File: config.mk
export PLATFORM = sky130hd
export DESIGN_NAME = timer_ccp_multi
export DESIGN_NICKNAME = d
export VERILOG_FILES = /design/src/rtl/timer_ccp_multi_pkg.sv /design/src/rtl/timer_ccp_multi_sync_edge_detect.sv /design/src/rtl/timer_ccp_multi.sv
export SDC_FILE = /design/constraint.sdc
export NUM_CORES = 1
export LEC_CHECK = 0
export BUFFER_PORTS_ARGS = -buffer_cell sky130_fd_sc_hd__buf_2
export CORE_MARGIN = 2
export CORE_UTILIZATION = 35
export DETAILED_ROUTE_END_ITERATION = 6
export PLACE_DENSITY = 0.61
export SLEW_MARGIN = 10
export SYNTH_ARGS = -nofsm -noshare
export SYNTH_HDL_FRONTEND = slang
export SYNTH_SLANG_ARGS = --single-unit
File: constraint.sdc
create_clock -name iClk -period 5.55 [get_ports iClk]
set_clock_uncertainty 0.15 [all_clocks]
set_input_delay 1.11 -clock iClk [delete_from_list [all_inputs] [get_ports iClk]]
set_output_delay 1.11 -clock iClk [all_outputs]
set_load 0.02 [all_outputs]
File: src/rtl/timer_ccp_multi_pkg.sv
// Shared codes for timer_ccp_multi: count-source select, channel mode and capture edge,
// plus the prescaler tick decode.
package timer_ccp_multi_pkg;

   localparam logic [2:0] IN_STOP  = 3'd0;
   localparam logic [2:0] IN_PRESC = 3'd1;
   localparam logic [2:0] IN_ANY   = 3'd2;
   localparam logic [2:0] IN_NEG   = 3'd3;
   localparam logic [2:0] IN_POS   = 3'd4;

   localparam logic [1:0] MODE_OFF = 2'b00;
   localparam logic [1:0] MODE_CAP = 2'b01;
   localparam logic [1:0] MODE_CMP = 2'b10;
   localparam logic [1:0] MODE_PWM = 2'b11;

   localparam logic [1:0] EDGE_NONE = 2'b00;
   localparam logic [1:0] EDGE_RISE = 2'b01;
   localparam logic [1:0] EDGE_FALL = 2'b10;
   localparam logic [1:0] EDGE_BOTH = 2'b11;

   localparam int PRESC_W = 7;

   // Tick when the low div_sel bits of the prescaler are all ones (div_sel=0 ticks every cycle).
   function automatic logic presc_tick(input logic [PRESC_W-1:0] presc,
                                       input logic [2:0]         div_sel);
      logic [PRESC_W-1:0] mask;
      mask = PRESC_W'((8'd1 << div_sel) - 8'd1);
      return (presc & mask) == mask;
   endfunction

endpackage

File: src/rtl/timer_ccp_multi_sync_edge_detect.sv
// Two-flop synchroniser for an async pin followed by a registered-history edge detector;
// the edge pulse is combinational from the flops so a transition sampled at edge k acts at k+2.
module timer_ccp_multi_sync_edge_detect
   import timer_ccp_multi_pkg::*;
(
   input  logic       clk_i,
   input  logic       rst_i,
   input  logic       pin_i,
   input  logic [1:0] edge_sel_i,
   output logic       edge_o
);

   logic [2:0] sh_q;   // [1:0] synchroniser, [2] history
   logic       rise, fall;

   always_ff @(posedge clk_i) begin
      if (rst_i) sh_q <= '0;
      else       sh_q <= {sh_q[1:0], pin_i};
   end

   assign rise = sh_q[1] & ~sh_q[2];
   assign fall = ~sh_q[1] & sh_q[2];

   always_comb begin
      edge_o = 1'b0;
      case (edge_sel_i)
         EDGE_NONE: edge_o = 1'b0;
         EDGE_RISE: edge_o = rise;
         EDGE_FALL: edge_o = fall;
         EDGE_BOTH: edge_o = rise | fall;
      endcase
   end

endmodule

File: src/rtl/timer_ccp_multi.sv
// WIDTH-bit event/prescaled up-counter with overflow reload, plus NUM_CH channels
// each usable as input capture, output compare or edge-aligned PWM.
module timer_ccp_multi
   import timer_ccp_multi_pkg::*;
#(
   parameter int WIDTH  = 16,
   parameter int NUM_CH = 2
) (
   input  logic                    iClk,
   input  logic                    iReset,
   input  logic                    iEventos,
   input  logic [2:0]              ivInputSel,
   input  logic [2:0]              ivDivSel,
   input  logic [WIDTH-1:0]        ivCountLoad,
   input  logic                    iLoad,
   input  logic                    iTimerOverflowACK,
   input  logic [NUM_CH-1:0]       ivChEstimulo,
   input  logic [2*NUM_CH-1:0]     ivChMode,
   input  logic [2*NUM_CH-1:0]     ivChEdge,
   input  logic [NUM_CH*WIDTH-1:0] ivCompareValue,
   input  logic [NUM_CH-1:0]       ivChACK,
   output logic [WIDTH-1:0]        ovCuenta,
   output logic                    oTimerOverflow,
   output logic [NUM_CH-1:0]       ovChFlag,
   output logic [NUM_CH-1:0]       ovChOverrun,
   output logic [NUM_CH*WIDTH-1:0] ovCaptura,
   output logic [NUM_CH-1:0]       ovPwm
);

   localparam logic [WIDTH-1:0] ONE = {{(WIDTH-1){1'b0}}, 1'b1};

   logic [PRESC_W-1:0] presc_q, presc_d;
   logic [WIDTH-1:0]   cnt_q, cnt_d;
   logic               ovf_q, ovf_d;
   logic               tick, upd, ovf_evt, ev_edge;
   logic [1:0]         ev_sel;

   // The event pin reuses the channel edge detector; map the count-source code to an edge code.
   always_comb begin
      ev_sel = EDGE_NONE;
      case (ivInputSel)
         IN_ANY:  ev_sel = EDGE_BOTH;
         IN_NEG:  ev_sel = EDGE_FALL;
         IN_POS:  ev_sel = EDGE_RISE;
         default: ev_sel = EDGE_NONE;
      endcase
   end

   timer_ccp_multi_sync_edge_detect u_ev_sync (
      .clk_i      (iClk),
      .rst_i      (iReset),
      .pin_i      (iEventos),
      .edge_sel_i (ev_sel),
      .edge_o     (ev_edge)
   );

   always_comb begin
      tick = 1'b0;
      case (ivInputSel)
         IN_STOP:                tick = 1'b0;
         IN_PRESC:               tick = presc_tick(presc_q, ivDivSel);
         IN_ANY, IN_NEG, IN_POS: tick = ev_edge;
         default:                tick = 1'b0;
      endcase
   end

   always_comb begin
      presc_d = iLoad ? '0 : presc_q + PRESC_W'(1);
      upd     = iLoad | tick;
      ovf_evt = tick & ~iLoad & (&cnt_q);
      cnt_d   = cnt_q;
      if (iLoad || ovf_evt) cnt_d = ivCountLoad;
      else if (tick)        cnt_d = cnt_q + ONE;
      ovf_d   = ovf_evt | (ovf_q & ~iTimerOverflowACK);
   end

   always_ff @(posedge iClk) begin
      if (iReset) begin
         presc_q <= '0;
         cnt_q   <= '0;
         ovf_q   <= 1'b0;
      end else begin
         presc_q <= presc_d;
         cnt_q   <= cnt_d;
         ovf_q   <= ovf_d;
      end
   end

   assign ovCuenta       = cnt_q;
   assign oTimerOverflow = ovf_q;

   for (genvar g = 0; g < NUM_CH; g++) begin : g_ch
      logic [1:0]       mode;
      logic [WIDTH-1:0] cmp, cap_q, cap_d;
      logic             ack, cap_edge;
      logic             flag_q, flag_d, ovr_q, ovr_d, pwm_q, pwm_d;

      assign mode = ivChMode[2*g +: 2];
      assign cmp  = ivCompareValue[g*WIDTH +: WIDTH];
      assign ack  = ivChACK[g];

      timer_ccp_multi_sync_edge_detect u_cap_sync (
         .clk_i      (iClk),
         .rst_i      (iReset),
         .pin_i      (ivChEstimulo[g]),
         .edge_sel_i (ivChEdge[2*g +: 2]),
         .edge_o     (cap_edge)
      );

      // An event always wins over a coincident ACK.
      always_comb begin
         cap_d  = cap_q;
         flag_d = flag_q & ~ack;
         ovr_d  = ovr_q & ~ack;
         pwm_d  = 1'b0;
         case (mode)
            MODE_OFF: begin
               flag_d = 1'b0;
               ovr_d  = 1'b0;
            end
            MODE_CAP: if (cap_edge) begin
               cap_d  = cnt_q;
               flag_d = 1'b1;
               if (flag_q && !ack) ovr_d = 1'b1;
            end
            MODE_CMP: if (upd && cnt_d == cmp) flag_d = 1'b1;
            MODE_PWM: pwm_d = cnt_q < cmp;
         endcase
      end

      always_ff @(posedge iClk) begin
         if (iReset) begin
            cap_q  <= '0;
            flag_q <= 1'b0;
            ovr_q  <= 1'b0;
            pwm_q  <= 1'b0;
         end else begin
            cap_q  <= cap_d;
            flag_q <= flag_d;
            ovr_q  <= ovr_d;
            pwm_q  <= pwm_d;
         end
      end

      assign ovCaptura[g*WIDTH +: WIDTH] = cap_q;
      assign ovChFlag[g]                 = flag_q;
      assign ovChOverrun[g]              = ovr_q;
      assign ovPwm[g]                    = pwm_q;
   end

endmodule

==> run metrics <==
synth unique cells=60; CP max FO=11; Worst EP arrival=4320 ps; most common cell after layout, fill and taps aside=buf_2; register area share after synthesis=0.2943; DRC Markers=0; Total GRT Usage=0.2108; Nets=805; antenna fix cells=0; Sum Neg Setup Slack=0 ps; fin cells=867; synthesized flop and latch total=a little over 70; CTS root buffer=clkbuf_16; DR pass1 iterations=7; Max Cap Viol=0; largest area contributor in the netlist=dfxtp_1; Worst-Skew Late Latency=about 340 ps; mean post-synth cell area=roughly 8.4 sq um; max-slew violation count=0; final wirelength=~15,000 microns; RSZ-0062 raised after global routing=no; commonest cells after routing, fill and taps aside=125 x buf_2, 71 x nor2_1, 71 x dfxtp_1; Largest stage delay, worst path=680 ps; Setup violations, final=0; Die W=~120 microns; Max Clk Rate=237.1 MHz; clock buffer depth=2; first-pass GRT wire length=~24,000 microns; GP Congestion=0.8827; Main synth FF type=dfxtp_1; die height=121.5 microns; min cycle time layout=4217 ps; min-delay worst type=reg -> reg; Synth Instances=around 580; vias in the first global route=4,514; post-place setup slack=1020 ps; DR WL/cell=17.51 microns; core box area=13,350 sq um; Avg Vias per Cell=5.205; Syn Nets=between 600 and 700; Via Count=4,513; initial antenna violation count=0; CTS clk-pin slew, worst paths=approximately 60 ps; CTS tree=yes; Port Buffers=between 100 and 150; CTS Buf Count=9; nature of the critical path startpoint=primary input; largest cells by area after synthesis=dfxtp_1 29%, ha_1 12%, mux2i_1 8.3%; CP cell instances=buf_2 -> and2_1 -> o21ai_1 -> nand2_1 -> a21o_1 -> a21oi_1 -> mux2i_1 -> o2111a_1 -> o2111ai_1 -> or4_1 -> o41ai_2; row count=42; pin count of the biggest net entering global routing=66; postcts setup bufs=0; VDD IR max=0.1505 mV; Detailed Route Iter0 Violations=313; post-route clock period utilization=0.7599; Buf/Inv on CP=1; final hold viol count=0; async set or reset register ratio after synthesis=0; final-layout fill cell count=between 1k and 1.5k; placed cells=851; Synth warnings=0; Crit. End Element=register; worst endpoint required time=5650 ps; number of flops mapped to enable cells by yosys=0; die footprint=14,760 sq um; CP max-delay cell=a21oi_1; Crit path max-delay family=compound AO/OA/AOI/OAI gates; status=completed; Antenna Nets Post-Route=0; WS Path Type=in -> reg; Final WS setup=~1300 ps; worst reg-to-reg setup slack=about 1600 ps; Overflow after GRT=0; Post-CTS Hold Buffers=0; Hold WS=294.1 ps; post-CTS resize count=0; IO Pins=126; Slew HR=0.2938; area grow syn2layout=21.66%; Detail Placement HPWL=between 10,000 and 15,000 microns; share of Yosys cell area claimed by the top area cell type=0.2943; synthesized area=~4800 sq um; Clock Sinks=71; initial core utilization=0.3618; H-tree lvl count=3; share of cells above drive strength 1=0.2185; Lkg Pwr=2.789 nW; Slew @ Worst Pin=1059 ps; Pwr per Cell Area=240.9 nW/um^2
[Yosys cell counts, types with 6 or more instances]
master and n:
buf_4 6, nand3_1 13, a21oi_1 24, o21ai_0 9, nor2_1 71, nand2b_1 9, nand4_1 7, xor2_1 15
nor3_1 14, inv_1 48, dfxtp_1 71, ha_1 48, and2_1 8, xnor2_1 31, clkbuf_1 17, nand2_1 31
mux2i_1 40, a211oi_1 8, nor2b_1 14, a21o_1 17
[final cells by class]
| type | count | area (sq um) | area share |
|---|---|---|---|
| multi-input cells | 429 | 3095 | 0.5268 |
| flip-flops and latches | 71 | 1421 | 0.2419 |
| well taps | 176 | 220.2 | 0.03748 |
| clock inverters | 4 | 51.30 | 0.008731 |
| clock buffers | 12 | 266.5 | 0.04536 |
| inverters | 48 | 180.2 | 0.03066 |
| repair buffers | 127 | 640.6 | 0.1090 |
[metal layers]
metal,vias to the layer above,wire (microns),track usage
met2,157,6935,0.3409
met4,0,325,0.06537
met5,-,0,0
met3,23,1092,0.03759
met1,2117,6824,0.2851
li1,2216,-,-
[stage by stage]
step	instance area (sq um)	utilization	power (mW)
2_1_floorplan	4830	-	0.7065
6_report	5876	0.4402	1.416
4_1_cts	5876	0.4402	1.426
3_3_place_gp	5558	0.4164	0.7985
5_1_grt	5876	0.4402	1.480
3_5_place_dp	5558	0.4164	0.8041
[sequential cells by signal (all words and copies together) (netlist names)]
register / cells
g_ch.cap_q: 32
g_ch.flag_q: 2
g_ch.ovr_q: 2
g_ch.pwm_q: 2
g_ch.u_cap_sync.sh_q: 6
oTimerOverflow: 1
ovCuenta: 16
presc_q: 7
u_ev_sync.sh_q: 3
[where the power goes]
part | internal [mW] | switching [mW]
registers | 0.523 | 0.0324
logic | 0.103 | 0.136
clock network | 0.386 | 0.235
[final timing paths]
| check | from | endpoint | cells past startpoint |
|---|---|---|---|
| min reg2reg | g_ch[1].u_cap_sync.sh_q[0]$_SDFF_PP0_ | g_ch[1].u_cap_sync.sh_q[1]$_SDFF_PP0_ | 1 |
| max reg2reg | u_ev_sync.sh_q[1]$_SDFF_PP0_ | g_ch[0].flag_q$_SDFF_PP0_ | 12 |
| max | ivInputSel[0] | g_ch[0].flag_q$_SDFF_PP0_ | 11 |
| min | g_ch[1].u_cap_sync.sh_q[0]$_SDFF_PP0_ | g_ch[1].u_cap_sync.sh_q[1]$_SDFF_PP0_ | 1 |
[kinds of logic after synthesis]
| group | Yosys count | synth area share |
|---|---|---|
| mux | 42 | 0.08756 |
| flops | 71 | 0.2943 |
| simple gates | 194 | 0.1984 |
| fa+ha+maj | 48 | 0.1244 |
| xor+xnor | 46 | 0.08342 |
| compound gates | 99 | 0.1472 |
| buf+inv | 76 | 0.06476 |
(Power assumes the default switching activity.)
